--- src/rtl/kl_wmask_split_pkg.sv ---
// Shared KLink constants, FSM state type and size-to-span helper for kl_wmask_split.
package kl_wmask_split_pkg;

   localparam int unsigned KL_ADDR_W = 32;
   localparam int unsigned KL_DATA_W = 64;
   localparam int unsigned KL_ID_W   = 5;
   localparam int unsigned KL_MASK_W = 8;

   localparam logic [2:0] KL_SIZE_1B = 3'd0;
   localparam logic [2:0] KL_SIZE_2B = 3'd1;
   localparam logic [2:0] KL_SIZE_4B = 3'd2;
   localparam logic [2:0] KL_SIZE_8B = 3'd3;

   typedef enum logic [1:0] {
      ST_IDLE,
      ST_ISSUE,
      ST_WAIT,
      ST_RESP
   } state_e;

   // Byte-lane footprint of an aligned access of the given size, anchored at lane 0.
   function automatic logic [KL_MASK_W-1:0] size_span(input logic [2:0] size);
      case (size)
         KL_SIZE_1B: return 8'h01;
         KL_SIZE_2B: return 8'h03;
         KL_SIZE_4B: return 8'h0F;
         default:    return 8'hFF;
      endcase
   endfunction

endpackage

--- src/rtl/kl_wmask_split_if.sv ---
// KLink request/response bundle; master drives requests, slave drives responses.
interface kl_wmask_split_if;
   import kl_wmask_split_pkg::*;

   logic [KL_ADDR_W-1:0] req_addr;
   logic                 req_wen;
   logic [KL_DATA_W-1:0] req_wdata;
   logic [KL_MASK_W-1:0] req_wmask;
   logic [2:0]           req_size;
   logic [KL_ID_W-1:0]   req_srcid;
   logic                 req_valid;
   logic                 req_ready;

   logic [KL_DATA_W-1:0] resp_rdata;
   logic                 resp_ren;
   logic [2:0]           resp_size;
   logic [KL_ID_W-1:0]   resp_dstid;
   logic                 resp_valid;
   logic                 resp_ready;

   modport master (
      output req_addr, req_wen, req_wdata, req_wmask, req_size, req_srcid, req_valid,
      input  req_ready,
      input  resp_rdata, resp_ren, resp_size, resp_dstid, resp_valid,
      output resp_ready
   );

   modport slave (
      input  req_addr, req_wen, req_wdata, req_wmask, req_size, req_srcid, req_valid,
      output req_ready,
      output resp_rdata, resp_ren, resp_size, resp_dstid, resp_valid,
      input  resp_ready
   );

endinterface

--- src/rtl/kl_wmask_split_chunk_sel.sv ---
// Picks the largest naturally aligned chunk starting at the lowest pending byte of rem_i.
module kl_chunk_sel
   import kl_wmask_split_pkg::*;
(
   input  logic [KL_MASK_W-1:0] rem_i,
   output logic [2:0]           off_o,
   output logic [2:0]           size_o,
   output logic [KL_MASK_W-1:0] clr_mask_o
);

   logic                 found;
   logic [KL_MASK_W-1:0] run;

   always_comb begin
      off_o = '0;
      found = 1'b0;
      for (int unsigned i = 0; i < KL_MASK_W; i++) begin
         if (!found && rem_i[i]) begin
            off_o = i[2:0];
            found = 1'b1;
         end
      end

      // run[0] is the lowest pending byte; alignment of off_o bounds the chunk size
      run = rem_i >> off_o;
      if (off_o == 3'd0 && run == 8'hFF) begin
         size_o = KL_SIZE_8B;
      end else if (off_o[1:0] == 2'b00 && (&run[3:0])) begin
         size_o = KL_SIZE_4B;
      end else if (!off_o[0] && (&run[1:0])) begin
         size_o = KL_SIZE_2B;
      end else begin
         size_o = KL_SIZE_1B;
      end

      clr_mask_o = size_span(size_o) << off_o;
   end

endmodule

--- src/rtl/kl_wmask_split.sv ---
// Splits masked KLink writes into aligned mask-less pieces and merges their acks.
// Optional KL_SPLIT_RESP_BYPASS_EN: forward the final downstream response combinationally.
module kl_wmask_split
   import kl_wmask_split_pkg::*;
(
   input  logic             clk,
   input  logic             rst,
   kl_wmask_split_if.slave  a,
   kl_wmask_split_if.master b
);

   state_e               state_q, state_d;
   logic [KL_ADDR_W-1:0] addr_q, addr_d;
   logic                 wen_q, wen_d;
   logic [KL_DATA_W-1:0] wdata_q, wdata_d;
   logic [2:0]           size_q, size_d;
   logic [KL_ID_W-1:0]   srcid_q, srcid_d;
   logic [KL_MASK_W-1:0] rem_q, rem_d;
   logic [2:0]           issued_q, issued_d;
   logic [2:0]           acked_q, acked_d;
   logic [KL_DATA_W-1:0] rdata_q, rdata_d;

   logic [2:0]           sel_off;
   logic [2:0]           sel_size;
   logic [KL_MASK_W-1:0] sel_clr;

   kl_chunk_sel u_chunk_sel (
      .rem_i      (rem_q),
      .off_o      (sel_off),
      .size_o     (sel_size),
      .clr_mask_o (sel_clr)
   );

   always_comb begin
      state_d  = state_q;
      addr_d   = addr_q;
      wen_d    = wen_q;
      wdata_d  = wdata_q;
      size_d   = size_q;
      srcid_d  = srcid_q;
      rem_d    = rem_q;
      issued_d = issued_q;
      acked_d  = acked_q;
      rdata_d  = rdata_q;

      a.req_ready  = 1'b0;
      a.resp_valid = 1'b0;
      a.resp_rdata = rdata_q;
      a.resp_ren   = ~wen_q;
      a.resp_size  = size_q;
      a.resp_dstid = srcid_q;

      b.req_valid  = 1'b0;
      b.req_addr   = wen_q ? {addr_q[KL_ADDR_W-1:3], sel_off} : addr_q;
      b.req_wen    = wen_q;
      b.req_wdata  = wdata_q;
      b.req_wmask  = '0;
      b.req_size   = wen_q ? sel_size : size_q;
      b.req_srcid  = srcid_q;
      b.resp_ready = 1'b0;

      unique case (state_q)
         ST_IDLE: begin
            a.req_ready = ~rst;
            if (a.req_valid && !rst) begin
               addr_d  = a.req_addr;
               wen_d   = a.req_wen;
               wdata_d = a.req_wdata;
               size_d  = a.req_size;
               srcid_d = a.req_srcid;
               if (a.req_wen) begin
                  rem_d   = a.req_wmask;
                  state_d = (a.req_wmask == '0) ? ST_RESP : ST_ISSUE;
               end else begin
                  rem_d   = '0;
                  state_d = ST_ISSUE;
               end
            end
         end

         ST_ISSUE: begin
            b.req_valid  = 1'b1;
            b.resp_ready = 1'b1;
            if (b.resp_valid) begin
               acked_d = acked_q + 3'd1;
               if (!wen_q) rdata_d = b.resp_rdata;
            end
            if (b.req_ready) begin
               issued_d = issued_q + 3'd1;
               rem_d    = wen_q ? (rem_q & ~sel_clr) : '0;
               // all responses may already be in; skip WAIT to keep the ack one cycle behind
               if (rem_d == '0) state_d = (acked_d == issued_d) ? ST_RESP : ST_WAIT;
            end
         end

         ST_WAIT: begin
`ifdef KL_SPLIT_RESP_BYPASS_EN
            if (acked_q + 3'd1 == issued_q) begin
               b.resp_ready = a.resp_ready;
               a.resp_valid = b.resp_valid;
               a.resp_rdata = b.resp_rdata;
               if (b.resp_valid && a.resp_ready) begin
                  state_d  = ST_IDLE;
                  issued_d = '0;
                  acked_d  = '0;
               end
            end else begin
               b.resp_ready = 1'b1;
               if (b.resp_valid) begin
                  acked_d = acked_q + 3'd1;
                  if (!wen_q) rdata_d = b.resp_rdata;
               end
            end
`else
            b.resp_ready = 1'b1;
            if (b.resp_valid) begin
               acked_d = acked_q + 3'd1;
               if (!wen_q) rdata_d = b.resp_rdata;
               if (acked_d == issued_q) state_d = ST_RESP;
            end
`endif
         end

         ST_RESP: begin
            a.resp_valid = 1'b1;
            if (a.resp_ready) begin
               state_d  = ST_IDLE;
               issued_d = '0;
               acked_d  = '0;
            end
         end

         default: state_d = ST_IDLE;
      endcase
   end

   always_ff @(posedge clk) begin
      if (rst) begin
         state_q  <= ST_IDLE;
         addr_q   <= '0;
         wen_q    <= 1'b0;
         wdata_q  <= '0;
         size_q   <= '0;
         srcid_q  <= '0;
         rem_q    <= '0;
         issued_q <= '0;
         acked_q  <= '0;
         rdata_q  <= '0;
      end else begin
         state_q  <= state_d;
         addr_q   <= addr_d;
         wen_q    <= wen_d;
         wdata_q  <= wdata_d;
         size_q   <= size_d;
         srcid_q  <= srcid_d;
         rem_q    <= rem_d;
         issued_q <= issued_d;
         acked_q  <= acked_d;
         rdata_q  <= rdata_d;
      end
   end

endmodule
--- src/flat_wrapper.sv ---
// flat-port wrapper written by rule: the top's interface ports become plain ports
module kl_wmask_split_flat import kl_wmask_split_pkg::*;
  (clk, rst, a_req_addr, a_req_wen, a_req_wdata, a_req_wmask, a_req_size, a_req_srcid, a_req_valid, a_req_ready, a_resp_rdata, a_resp_ren, a_resp_size, a_resp_dstid, a_resp_valid, a_resp_ready, b_req_addr, b_req_wen, b_req_wdata, b_req_wmask, b_req_size, b_req_srcid, b_req_valid, b_req_ready, b_resp_rdata, b_resp_ren, b_resp_size, b_resp_dstid, b_resp_valid, b_resp_ready);
  kl_wmask_split_if a_i ();
  kl_wmask_split_if b_i ();
  input  logic clk;
  input  logic rst;
  input wire logic [$bits(a_i.req_addr)-1:0] a_req_addr;
  input wire logic [$bits(a_i.req_wen)-1:0] a_req_wen;
  input wire logic [$bits(a_i.req_wdata)-1:0] a_req_wdata;
  input wire logic [$bits(a_i.req_wmask)-1:0] a_req_wmask;
  input wire logic [$bits(a_i.req_size)-1:0] a_req_size;
  input wire logic [$bits(a_i.req_srcid)-1:0] a_req_srcid;
  input wire logic [$bits(a_i.req_valid)-1:0] a_req_valid;
  output wire logic [$bits(a_i.req_ready)-1:0] a_req_ready;
  output wire logic [$bits(a_i.resp_rdata)-1:0] a_resp_rdata;
  output wire logic [$bits(a_i.resp_ren)-1:0] a_resp_ren;
  output wire logic [$bits(a_i.resp_size)-1:0] a_resp_size;
  output wire logic [$bits(a_i.resp_dstid)-1:0] a_resp_dstid;
  output wire logic [$bits(a_i.resp_valid)-1:0] a_resp_valid;
  input wire logic [$bits(a_i.resp_ready)-1:0] a_resp_ready;
  output wire logic [$bits(b_i.req_addr)-1:0] b_req_addr;
  output wire logic [$bits(b_i.req_wen)-1:0] b_req_wen;
  output wire logic [$bits(b_i.req_wdata)-1:0] b_req_wdata;
  output wire logic [$bits(b_i.req_wmask)-1:0] b_req_wmask;
  output wire logic [$bits(b_i.req_size)-1:0] b_req_size;
  output wire logic [$bits(b_i.req_srcid)-1:0] b_req_srcid;
  output wire logic [$bits(b_i.req_valid)-1:0] b_req_valid;
  input wire logic [$bits(b_i.req_ready)-1:0] b_req_ready;
  input wire logic [$bits(b_i.resp_rdata)-1:0] b_resp_rdata;
  input wire logic [$bits(b_i.resp_ren)-1:0] b_resp_ren;
  input wire logic [$bits(b_i.resp_size)-1:0] b_resp_size;
  input wire logic [$bits(b_i.resp_dstid)-1:0] b_resp_dstid;
  input wire logic [$bits(b_i.resp_valid)-1:0] b_resp_valid;
  output wire logic [$bits(b_i.resp_ready)-1:0] b_resp_ready;
  assign a_i.req_addr = a_req_addr;
  assign a_i.req_wen = a_req_wen;
  assign a_i.req_wdata = a_req_wdata;
  assign a_i.req_wmask = a_req_wmask;
  assign a_i.req_size = a_req_size;
  assign a_i.req_srcid = a_req_srcid;
  assign a_i.req_valid = a_req_valid;
  assign a_req_ready = a_i.req_ready;
  assign a_resp_rdata = a_i.resp_rdata;
  assign a_resp_ren = a_i.resp_ren;
  assign a_resp_size = a_i.resp_size;
  assign a_resp_dstid = a_i.resp_dstid;
  assign a_resp_valid = a_i.resp_valid;
  assign a_i.resp_ready = a_resp_ready;
  assign b_req_addr = b_i.req_addr;
  assign b_req_wen = b_i.req_wen;
  assign b_req_wdata = b_i.req_wdata;
  assign b_req_wmask = b_i.req_wmask;
  assign b_req_size = b_i.req_size;
  assign b_req_srcid = b_i.req_srcid;
  assign b_req_valid = b_i.req_valid;
  assign b_i.req_ready = b_req_ready;
  assign b_i.resp_rdata = b_resp_rdata;
  assign b_i.resp_ren = b_resp_ren;
  assign b_i.resp_size = b_resp_size;
  assign b_i.resp_dstid = b_resp_dstid;
  assign b_i.resp_valid = b_resp_valid;
  assign b_resp_ready = b_i.resp_ready;
  kl_wmask_split u_core (.clk(clk), .rst(rst), .a(a_i), .b(b_i));
endmodule
--- config.mk ---
export PLATFORM = sky130hd
export DESIGN_NAME = kl_wmask_split_flat
export DESIGN_NICKNAME = d
export VERILOG_FILES = /design/src/rtl/kl_wmask_split_pkg.sv /design/src/rtl/kl_wmask_split_if.sv /design/src/rtl/kl_wmask_split_chunk_sel.sv /design/src/rtl/kl_wmask_split.sv /design/src/flat_wrapper.sv
export SDC_FILE = /design/constraint.sdc
export NUM_CORES = 1
export LEC_CHECK = 0
export ABC_CLOCK_PERIOD_IN_PS = 3900
export BUFFER_PORTS_ARGS = -buffer_cell sky130_fd_sc_hd__buf_2
export CORE_AREA = 2 2 147 149
export DETAILED_ROUTE_END_ITERATION = 16
export DIE_AREA = 0 0 149 151
export PLACE_DENSITY_LB_ADDON = 0.05
export SLEW_MARGIN = 20
export SYNTH_ARGS = -nofsm -noshare
export SYNTH_HDL_FRONTEND = slang
export SYNTH_SLANG_ARGS = --single-unit
--- constraint.sdc ---
create_clock -name clk -period 3.9 [get_ports clk]
set_input_delay 0.585 -clock clk [delete_from_list [all_inputs] [get_ports clk]]
set_output_delay 0.585 -clock clk [all_outputs]
set_load 0.02 [all_outputs]
# Word level (Yosys, flattened, before mapping)
# Cells that the tools add are included.
# Widths: inputs -> output; s select.
# classes
addsub	2
multipliers	0
div_mod_pow	0
magnitude_cmp	0
eq_ne	14
shifts	2
muxes	45
bitwise	4
reduce_logical	38
# ops
op	count
$mux 3	12
$mux 8	4
$pmux 8 s3	1
$mux 2	10
$logic_not 8->1	2
$pmux 8 s2	1
$mux 1	14
$logic_and 1x1->1	11
$logic_not 1->1	9
$pmux 3 s3	1
$reduce_and 3->1	3
$and 8x8->8	1
$eq 8x8->1 const B	1
$not 8->8	1
$pmux 2 s4	1
$shl 8x3->8	1
$shr 8x3->8	1
$add 3x1->3 const B	2
$eq 3x3->1	2
$logic_not 3->1	2
$ne 2x1->1 const B	3
$ne 2x2->1 const B	3
$pmux 3 s2	1
$reduce_and 2->1	3
other kinds (11)	15
# totals
ff_bits	185
latch_bits	0
ramBits	0
mem_bits_ro	0
inputBits	192
output_inout_bits	190
wordCells	115
memories	0

# Longest topological paths before layout
# Gate-level depths: netlist (run 1).
# logic_depth
word_depth	38
mapped_depth	9
ltp_nobuf	8

# By module
# A second synthesis (run 1) with hierarchy kept.
# unflattened
hier_cells	989
area_unflattened_um2	7950.1
# by_module_without_submodules
mod	instances	cells_per_inst	area_each_um2	seq_area_each_um2
kl_wmask_split	1	909	7453.4	3703.6
kl_chunk_sel	1	80	496.7	0.0

# Worst setup path after synthesis (run 1)
# OpenSTA, ideal clock, no wires.
# synth_timing
path_kind	register -> output
start	register u_core.rem_q[0]
end	output b_req_size[1]
arrival_time_ns	2.072
t_required_ns	3.315
slack_ns	1.243
stages_incl_launch_ff	8
n_path_buf	0
path_cell_list	dfxtp_1 -> or4_4 -> nor2_2 -> a41o_1 -> nor2_2 -> a31oi_1 -> nand2_1 -> o21ai_0
# synth_between
elab_chain_cells	28
word_cells_on_any_way	38
classes_between	1 x eq/ne; 1 x shift; 17 x mux; 19 x reduce/logical
# synth_lines
item	line_no	source
start: declaration	kl_wmask_split.sv:18	logic [KL_MASK_W-1:0] rem_q, rem_d;
start signal: assignment	kl_wmask_split.sv:156	rem_q <= rem_d;
$mux 1	kl_wmask_split_chunk_sel.sv:18	if (!found && rem_i[i]) begin
$logic_not 1->1	kl_wmask_split_chunk_sel.sv:18	
$logic_and 1x1->1	kl_wmask_split_chunk_sel.sv:18	
$mux 1	kl_wmask_split_chunk_sel.sv:18	
$logic_not 1->1	kl_wmask_split_chunk_sel.sv:18	
$logic_and 1x1->1	kl_wmask_split_chunk_sel.sv:18	
$mux 1	kl_wmask_split_chunk_sel.sv:18	
$logic_not 1->1	kl_wmask_split_chunk_sel.sv:18	
[12 not listed]	-	
$logic_and 1x1->1	kl_wmask_split_chunk_sel.sv:18	
$mux 3	kl_wmask_split_chunk_sel.sv:18	
$shr 8x3->8	kl_wmask_split_chunk_sel.sv:25	run = rem_i >> off_o;
$reduce_and 4->1	kl_wmask_split_chunk_sel.sv:28	end else if (off_o[1:0] == 2'b00 && (&run[3:0])) begin
$logic_and 1x1->1	kl_wmask_split_chunk_sel.sv:28	
$mux 2	kl_wmask_split_chunk_sel.sv:28	
$mux 2 *	kl_wmask_split_chunk_sel.sv:26	if (off_o == 3'd0 && run == 8'hFF) begin
$mux 3 *	kl_wmask_split.sv:58	b.req_size = wen_q ? sel_size : size_q;
end: declaration	flat_wrapper.sv:26	output wire logic [$bits(b_i.req_size)-1:0] b_req_size;
# Every way passes the cells marked *; elsewhere a longest branch is shown, timed or not.

# Worst setup path after layout (run 1)
# layout_timing
start	register u_core.rem_q[0]
end	output b_req_size[0]
# layout_between
elab_chain_cells	29
word_cells_on_any_way	42
classes_between	1 x eq/ne; 1 x shift; 18 x mux; 22 x reduce/logical
# layout_lines
item	line_no	source
$mux 1	kl_wmask_split_chunk_sel.sv:18	
$logic_not 1->1	kl_wmask_split_chunk_sel.sv:18	
$logic_and 1x1->1	kl_wmask_split_chunk_sel.sv:18	
$mux 1	kl_wmask_split_chunk_sel.sv:18	
$logic_not 1->1	kl_wmask_split_chunk_sel.sv:18	
$logic_and 1x1->1	kl_wmask_split_chunk_sel.sv:18	
$mux 1	kl_wmask_split_chunk_sel.sv:18	
$logic_not 1->1	kl_wmask_split_chunk_sel.sv:18	
[13 not listed]	-	
$mux 3	kl_wmask_split_chunk_sel.sv:18	
$shr 8x3->8	kl_wmask_split_chunk_sel.sv:25	
$reduce_and 2->1	kl_wmask_split_chunk_sel.sv:30	end else if (!off_o[0] && (&run[1:0])) begin
$logic_and 1x1->1	kl_wmask_split_chunk_sel.sv:30	
$mux 1	kl_wmask_split_chunk_sel.sv:30	
$mux 2	kl_wmask_split_chunk_sel.sv:28	
$mux 2 *	kl_wmask_split_chunk_sel.sv:26	
$mux 3 *	kl_wmask_split.sv:58	
# Marks and branches as above.

==> flow_summary.yaml, run 1 <==
yosys:
  yosys_warnings: 0
  synth_cell_types: 60
  synth-seq-cells: 185
  syn_inst: 989
  synth_top_area_share_pct: 49.1
  synthArstFlopShare_pct: 0
  yosysTopAreaCell: "dfxtp_1"
  avgSynthCellArea_um2: 7.63
  ys_top_cells_by_area: "dfxtp_1 49%, nand2_1 18%, o21ai_0 7.8%"
  dominantRegCellSynth: "dfxtp_1"
  seq_area_frac_synth_pct: 49.1
  synth_edf_count: 0
  syn_area_um2: 7550
setup_path:
  start_kind: "flop"
  reg2reg_slack_ns: 0.96
  path_class: "reg -> out"
  critPathMaxFanout: 16
  crit_path_end_kind: "output pin"
  critPathRequiredTime_ns: 3.31
  cpPeakStageDelay_ns: 0.63
  crit_chain: "or4_4 -> nor2_2 -> a41o_1 -> nor2_2 -> a31oi_1 -> nand2_1 -> a21oi_1 -> a21oi_1 -> buf_2"
  crit_buf_inv: 1
  rr_startpoint: "u_core.rem_q[0]"
  cp_top_family: "simple AND/OR/NAND/NOR gates"
  r2r_end: "u_core.state_q[0]"
  rr_worst_depth: 8
  critPathSlowestCell: "or4_4"
  worstPathArrival_ns: 2.86
clock_network:
  numCtsBuffers: 17
  htreeDepth: 4
  post_cts_buffers: 0
  cts_sinks: 185
  cts-root-buf: "clkbuf_16"
  clkLatencyLatePin_ns: 0.43
  cts_resized: 0
  cts_tree: "built"
  hold_buffers: 0
  clk_pin_slew_ns: 0.07
  clock_path_buffers: 2
placed_design:
  placedCellCount: 1532
  port_buffers: 364
  dp_hpwl_um: 16300
  place.gp.congestion: 0.825
routing:
  drt-total-wl_um: 22800
  avgViaCountPerCell: 4.63
  drt_iter0_markers: 385
  first_pass_iters: 4
  num_vias: 7257
  ant_nets: 0
  wl_per_cell_um: 14.6
  remaining_drc_errors: 0
pwr:
  cellLeakagePower_nw: 4.50
  power_frac_comb_pct: 33.8
  power_density_nw_per_um2: 650
  vdd_drop_max_v: 0.000288
  p_int_mw: 3.96
  p_sw_share_pct: 38.1
  clkPwrFrac_pct: 27.5
  p_sw_mw: 2.44
  seqPwrFrac_pct: 38.6
final_layout:
  final_common_cell: "buf_2"
  multi_input_area_um2: 3270
  drive_above_1_share_pct: 32.0
  finalNonFillerCells: 1566
  nNetsFinal: 1474
  mostFrequentLayoutCells: "364 x buf_2, 360 x nand2_1, 185 x dfxtp_1"
  syn_to_final_growth_pct: 30.4
  seqCellArea_um2: 3700
  fillers: 2196
sta:
  fin_tns_setup_ns: 0
  grt_setup_unrepaired: "no"
  setup_viol: 0
  clock_skew_ns: 0.0148
  maxSlewViolCount: 0
  fin_crit_sh_pct: 88.2
  finalHoldViolCount: 0
  worst_pin_slew_ns: 0.835
  max_slew_margin_pct: 44.3
  fmax_mhz: 291
  period_minus_slack_ns: 3.44
hold_path:
  min_to: "u_core.b.req_wdata[12]"
  hp-start: "a_req_wdata[12]"
  worst_hold_path_type: "in -> reg"
  whs_path_depth: 3
global_routing:
  grt_pass1_vias: 6737
  antenna_found_initial: 8
  grt_usage_pct: 19.5
  grt_max_degree: 211
  grt_pass1_wl_um: 34700
  overflow: 0
die:
  dieHeight_um: 151
  initial_core_util_pct: 36.2
  dieArea_um2: 22500
  die_w_um: 149
  num_io_pins: 382
  num_rows: 53
  fp.coreArea_um2: 20800
run:
  maxCapViolCount: 0
status:
  status: "completed"
metrics by stage:
stage	area [um^2]	util [%]	setup WS [ns]	total power, mW	hold WS (ns)
2_1_floorplan	7570	-	1.24	4.05	0.433
3_3_place_gp	9250	44.4	0.971	4.71	0.439
3_5_place_dp	9250	44.4	0.948	4.71	0.443
4_1_cts	9840	47.3	0.461	6.50	0.328
5_1_grt	9840	47.3	0.289	6.83	0.333
6_report	9840	47.3	0.459	6.40	0.343
worst max path at each step:
stage | to | cells past startpoint | start
6_report | b_req_size[0] | 9 | u_core.rem_q[0]
5_1_grt | b_req_size[0] | 9 | u_core.rem_q[1]
4_1_cts | b_req_size[0] | 9 | u_core.rem_q[0]
3_5_place_dp | b_req_size[0] | 9 | u_core.rem_q[0]
3_3_place_gp | b_req_size[0] | 9 | u_core.rem_q[0]
2_1_floorplan | b_req_size[1] | 7 | u_core.rem_q[0]
layer usage:
layer	GRT usage, %	vias up	part of all wire [%]
met1	21.6	3175	39
li1	-	3769	-
met3	8.43	41	9.9
met4	7.29	8	2.3
met2	33.3	264	49
met5	0	-	0.22
cells in the mapped netlist (2+ instances only):
| cell type | count |
|---|---|
| nand2_1 | 360 |
| dfxtp_1 | 185 |
| o21ai_0 | 117 |
| a21oi_1 | 88 |
| clkbuf_1 | 60 |
| buf_4 | 42 |
| nor2_1 | 21 |
| inv_1 | 10 |
| nand3_1 | 8 |
| nor2b_1 | 8 |
| ha_1 | 6 |
| nor3_1 | 6 |
| xnor2_1 | 6 |
| nand2b_1 | 4 |
| o31ai_1 | 4 |
| a22oi_1 | 3 |
| and3_1 | 3 |
| buf_1 | 3 |
| buf_2 | 3 |
| mux2_2 | 3 |
| a21boi_0 | 2 |
| and2_1 | 2 |
| nand3b_1 | 2 |
| nor2_2 | 2 |
| o211a_1 | 2 |
| o211ai_1 | 2 |
| o21ai_1 | 2 |
| o32a_1 | 2 |
| xor2_1 | 2 |
sequential cells by signal (all words and copies together) (netlist names):
signal	count
u_core.b.req_wdata	64
u_core.a.resp_rdata	64
u_core.addr_q	32
u_core.a.resp_size	3
u_core.a.resp_dstid	5
u_core.rem_q	8
u_core.b.req_wen	1
u_core.state_q	2
u_core.issued_q	3
u_core.acked_q	3
tightest hold or removal path, cell delays in order:
cell,delay [ns]
buf_2,0.07
nand2_1,0.03
o21ai_0,0.05
kinds of logic after synthesis:
family	share of synthesized area, %
buffers and inverters	8.06
flip-flops	49.1
XOR/XNOR	0.928
adder cells (fa/ha/maj)	0.995
multiplexers	0.448
other	0.0497
AO/OA/AOI/OAI	17.4
AND/OR/NAND/NOR	23.1
power groups by stage:
stage          Clock [mW]  Combinational (mW)  Sequential (mW)
2_1_floorplan           0                1.27             2.78
3_3_place_gp            0                2.20             2.51
3_5_place_dp            0                2.20             2.51
4_1_cts              1.82                2.20             2.48
5_1_grt              1.89                2.41             2.53
6_report             1.76                2.17             2.47
final cells by class:
cell class,count,area share [%]
clock buffers,21,4.68
flip-flops and latches,185,37.6
clock inverters,11,1.36
repair buffers,369,19.1
diodes,2,0.0508
well taps,275,3.50
multi-input cells,692,33.2
inverters,11,0.432
Power figures use the tool's default switching activity.
==> run 2, diff against run 1 <==
- CORE_AREA: 2 2 147 149 -> 2 2 150 152
- DIE_AREA: 0 0 149 151 -> 0 0 152 154
- SYNTH_HIERARCHICAL: unset -> 1
==> flow_summary.yaml, run 2 <==
status:
  status: "completed"
clock_network:
  clk_pin_slew_ns: 0.08
  hold_buffers: 0
  clock_path_buffers: 2
  post_cts_buffers: 0
  htreeDepth: 4
  cts_resized: 0
  cts-root-buf: "clkbuf_16"
  numCtsBuffers: 17
  cts_tree: "built"
  clkLatencyLatePin_ns: 0.44
  cts_sinks: 185
pwr:
  vdd_drop_max_v: 0.000271
  seqPwrFrac_pct: 36.8
  p_sw_mw: 2.81
  power_density_nw_per_um2: 673
  p_sw_share_pct: 41.0
  clkPwrFrac_pct: 25.0
  cellLeakagePower_nw: 4.59
  p_int_mw: 4.05
  power_frac_comb_pct: 38.2
placed_design:
  port_buffers: 364
  dp_hpwl_um: 17300
  placed_area_um2: 9610
  place.gp.congestion: 0.814
  placedCellCount: 1537
  place_ws_ns: 0.553
routing:
  drt_iter0_markers: 324
  avgViaCountPerCell: 4.63
  wl_per_cell_um: 15.2
  drt-total-wl_um: 23800
  remaining_drc_errors: 0
  ant_nets: 0
  num_vias: 7266
  first_pass_iters: 4
yosys:
  synth_common_cells: "249 x nand2_1, 185 x dfxtp_1, 111 x nand2b_1"
  dominantRegCellSynth: "dfxtp_1"
  syn_inst: 989
  synth_cell_types: 60
  syn_area_um2: 7950
  synth_top_area_share_pct: 46.6
  yosys.cell_count.top_type: "nand2_1"
  yosysTopAreaCell: "dfxtp_1"
  synth-seq-cells: 185
  seq_area_frac_synth_pct: 46.6
  avgSynthCellArea_um2: 8.04
  synthArstFlopShare_pct: 0
  synth_edf_count: 0
  ys_top_cells_by_area: "dfxtp_1 47%, nand2_1 12%, nand2b_1 8.7%"
  yosys_warnings: 6
setup_path:
  critPathRequiredTime_ns: 3.31
  r2r_end: "u_core/state_q[0]"
  cp_top_family: "compound AO/OA/AOI/OAI gates"
  critPathSlowestCell: "dfxtp_1"
  worstPathArrival_ns: 3.01
  crit_chain: "nor2_1 -> a221oi_1 -> o311ai_0 -> a21oi_1 -> inv_1 -> a311oi_1 -> mux2_2 -> buf_2"
  path_class: "reg -> out"
  crit_start: "u_core/rem_q[3]"
  endpoint: "b_req_size[0]"
  start_kind: "flop"
  rr_startpoint: "u_core/rem_q[3]"
  crit_buf_inv: 2
  rr_worst_depth: 11
  crit_path_end_kind: "output pin"
  cp_num_cells: 8
  reg2reg_slack_ns: 0.54
  critPathMaxFanout: 11
  cpPeakStageDelay_ns: 0.64
sta:
  finalHoldViolCount: 0
  fin_crit_sh_pct: 92.1
  worst_pin_slew_ns: 0.775
  setup_viol: 0
  fin_tns_setup_ns: 0
  max_slew_margin_pct: 48.3
  maxSlewViolCount: 0
  period_minus_slack_ns: 3.59
  fmax_mhz: 279
  fin_ws_ns: 0.310
  grt_setup_unrepaired: "no"
  clock_skew_ns: 0.0188
die:
  die_w_um: 152
  num_io_pins: 382
  dieArea_um2: 23400
  dieHeight_um: 154
  initial_core_util_pct: 36.7
  num_rows: 54
  fp.coreArea_um2: 21700
final_layout:
  seqCellArea_um2: 3700
  final_util_pct: 47.1
  finalNonFillerCells: 1571
  nNetsFinal: 1475
  syn_to_final_growth_pct: 28.4
  fillers: 2258
  design_area_um2: 10200
  multi_input_area_um2: 3600
  drive_above_1_share_pct: 33.3
  mostFrequentLayoutCells: "363 x buf_2, 249 x nand2_1, 185 x dfxtp_1"
  final_common_cell: "buf_2"
run:
  maxCapViolCount: 0
global_routing:
  grt_max_degree: 86
  grt_pass1_wl_um: 36900
  grt_pass1_vias: 6578
  antenna_found_initial: 4
  grt_usage_pct: 19.6
  overflow: 0
hold_path:
  worst_hold_path_type: "in -> reg"
[run 2: area by class of cell]
| cell class | instances | area share, % |
|---|---|---|
| Sequential cell | 185 | 36.3 |
| Multi-Input combinational cell | 684 | 35.3 |
| Timing Repair Buffer | 372 | 18.6 |
| Clock buffer | 19 | 4.34 |
| Tap cell | 280 | 3.43 |
| Clock inverter | 13 | 1.43 |
| Inverter | 16 | 0.613 |
| Antenna cell | 2 | 0.0490 |
[run 2: cell families after synthesis]
| kind of cell | after synthesis | synth area share, % |
|---|---|---|
| adder cells (fa/ha/maj) | 7 | 1.10 |
| buffers and inverters | 127 | 8.59 |
| XOR/XNOR | 8 | 0.976 |
| AND/OR/NAND/NOR | 419 | 24.8 |
| other | 2 | 0.0945 |
| multiplexers | 7 | 0.976 |
| AO/OA/AOI/OAI | 234 | 16.8 |
| flip-flops | 185 | 46.6 |
[run 2: worst min-delay path by stage]
stage,from,to,depth (start not counted),slack [ns]
after floorplan,u_core/addr_q[0],u_core/addr_q[0],2,0.44
after global placement,u_core/a.resp_rdata[25],u_core/a.resp_rdata[25],2,0.44
after detailed placement,u_core/a.resp_rdata[43],u_core/a.resp_rdata[43],2,0.44
after CTS,a_req_srcid[0],u_core/a.resp_dstid[0],3,0.32
after global routing,a_req_addr[26],u_core/addr_q[26],3,0.33
final,a_req_addr[26],u_core/addr_q[26],3,0.34
[run 2: routing by layer]
layer	vias up	global-route usage (%)	wire [um]
met3	28	6.68	1740
li1	3772	-	-
met1	3214	24.1	10200
met4	4	6.41	402
met2	248	32.3	11500
met5	-	0	27
[run 2: power by group through the flow]
| stage | Clock (mW) | Combinational [mW] | Sequential (mW) |
|---|---|---|---|
| detailed placement | 0 | 2.64 | 2.57 |
| floorplan | 0 | 1.61 | 2.85 |
| global route | 1.85 | 2.89 | 2.58 |
| global placement | 0 | 2.64 | 2.56 |
| CTS | 1.78 | 2.65 | 2.53 |
| finish | 1.72 | 2.62 | 2.53 |
[run 2: worst register-to-register path: stages, from the launching register on]
cell and delay [ns]:
dfxtp_1 0.64, inv_4 0.04, a2111o_1 0.43, a32o_1 0.24, and2_4 0.16, a32o_2 0.28
a211oi_1 0.34, nand2b_1 0.15, o2111ai_1 0.10, o311ai_1 0.38, o2111ai_1 0.21, a221oi_2 0.30
[run 2: per-stage QoR]
step | power (mW) | hold WS [ns]
final | 6.86 | 0.340
after global routing | 7.33 | 0.325
after CTS | 6.95 | 0.319
after detailed placement | 5.21 | 0.443
after global placement | 5.20 | 0.440
after floorplan | 4.46 | 0.440
==> run 3, diff against run 2 <==
- CORE_AREA: 2 2 150 152 -> 2 2 182 184
- DIE_AREA: 0 0 152 154 -> 0 0 184 186
==> flow_summary.yaml, run 3 (synthesis gave the netlist of run 2 again) <==
setup_path:
  crit_chain: "nor2_1 -> a221oi_1 -> o311ai_0 -> a21oi_1 -> inv_1 -> a311oi_1 -> mux2_2 -> buf_2"
  crit_start: "u_core/rem_q[3]"
  path_class: "reg -> out"
  critPathMaxFanout: 11
  crit_path_end_kind: "output pin"
  rr_startpoint: "u_core/rem_q[3]"
  start_kind: "flop"
  critPathRequiredTime_ns: 3.31
  cpPeakStageDelay_ns: 0.64
  reg2reg_slack_ns: 0.50
  critPathSlowestCell: "dfxtp_1"
  worstPathArrival_ns: 2.99
  crit_buf_inv: 2
  cp_top_family: "compound AO/OA/AOI/OAI gates"
global_routing:
  antenna_found_initial: 3
  grt_usage_pct: 14.9
  grt_pass1_vias: 6935
  grt_pass1_wl_um: 39300
  grt_max_degree: 163
  overflow: 0
final_layout:
  nNetsFinal: 1476
  mostFrequentLayoutCells: "363 x buf_2, 249 x nand2_1, 185 x dfxtp_1"
  fillers: 3570
  final_common_cell: "buf_2"
  final_util_pct: 32.3
  syn_to_final_growth_pct: 30.9
  drive_above_1_share_pct: 33.2
  finalNonFillerCells: 1698
clock_network:
  cts_sinks: 185
  cts_tree: "built"
  hold_buffers: 0
  cts-root-buf: "clkbuf_16"
  cts_resized: 0
  clock_path_buffers: 2
  numCtsBuffers: 17
  post_cts_buffers: 0
  htreeDepth: 4
  clk_pin_slew_ns: 0.08
  clkLatencyLatePin_ns: 0.44
placed_design:
  place.gp.congestion: 0.788
  dp_hpwl_um: 18700
  placedCellCount: 1666
  port_buffers: 364
die:
  die_w_um: 184
  dieArea_um2: 34200
  num_io_pins: 382
  dieHeight_um: 186
  initial_core_util_pct: 24.7
  num_rows: 66
  fp.coreArea_um2: 32200
routing:
  first_pass_iters: 5
  avgViaCountPerCell: 4.35
  wl_per_cell_um: 15.3
  drt-total-wl_um: 26100
  drt_iter0_markers: 388
  num_vias: 7390
  remaining_drc_errors: 0
  ant_nets: 0
pwr:
  power_density_nw_per_um2: 676
  cellLeakagePower_nw: 4.60
  vdd_drop_max_v: 0.000275
  power_mw: 7.04
hold_path:
  worst_hold_path_type: "in -> reg"
  hp-start: "a_req_wdata[7]"
sta:
  fmax_mhz: 280
  fin_tns_setup_ns: 0
  whs_ns: 0.342
  max_slew_margin_pct: 46.7
  fin_crit_sh_pct: 91.7
  period_minus_slack_ns: 3.58
  finalHoldViolCount: 0
  clock_skew_ns: 0.0128
  grt_setup_unrepaired: "no"
  worst_pin_slew_ns: 0.799
  setup_viol: 0
  maxSlewViolCount: 0
status:
  status: "completed"
run:
  maxCapViolCount: 0
[run 3: cell count changes in the layout (fill, tap and decap cells not counted), sizes merged]
cell / previous run / this run
buf: 372 / 373
bufinv: 0 / 3
clkbuf: 19 / 22
clkinv: 6 / 2
clkinvlp: 0 / 2
diode: 2 / 1
inv: 23 / 18
[run 3: worst paths after layout]
kind / to / depth (start not counted)
min: u_core/b.req_wdata[7] / 3
max reg2reg: u_core/state_q[0] / 11
min reg2reg: u_core/a.resp_rdata[24] / 2
max: b_req_size[0] / 8
[run 3: area by class of cell]
class / instances / area, um^2 / share of cell area [%]
Antenna cell: 1 / 2.50 / 0.0240
Tap cell: 408 / 510 / 4.91
Inverter: 16 / 62.6 / 0.601
Clock inverter: 9 / 139 / 1.33
Sequential cell: 185 / 3700 / 35.6
Clock buffer: 22 / 474 / 4.56
Timing Repair Buffer: 373 / 1920 / 18.4
Multi-Input combinational cell: 684 / 3600 / 34.6
[run 3: where the power goes]
| part | internal [mW] | total, mW | switching, mW |
|---|---|---|---|
| Combinational | 0.905 | 2.66 | 1.76 |
| Sequential | 2.28 | 2.52 | 0.248 |
| Clock | 1.07 | 1.85 | 0.788 |
| Total | 4.25 | 7.04 | 2.79 |
[run 3: worst register-to-register path, cell delays in order (launching register included)]
cell	delay [ns]
dfxtp_1	0.64
nor2_1	0.11
a221oi_1	0.57
o311ai_0	0.19
a21oi_1	0.30
nand2_1	0.12
a221oi_2	0.26
nand2b_1	0.14
o2111ai_1	0.12
o311ai_1	0.38
o2111ai_1	0.21
a221oi_2	0.29
[run 3: metal layers]
layer / vias up / share of wire (%) / GRT usage (%)
met3: 17 / 8.8 / 5.73
met1: 3353 / 43 / 18.0
met2: 244 / 47 / 24.5
met4: 4 / 1.1 / 4.48
met5: - / 0.088 / 0
li1: 3772 / - / -
[run 3: through the flow]
step           worst slack, ns  cell area, um^2
2_1_floorplan            0.995             7980
3_3_place_gp             0.530             9790
3_5_place_dp             0.596             9790
4_1_cts                  0.314            10400
5_1_grt                  0.121            10400
6_report                 0.323            10400
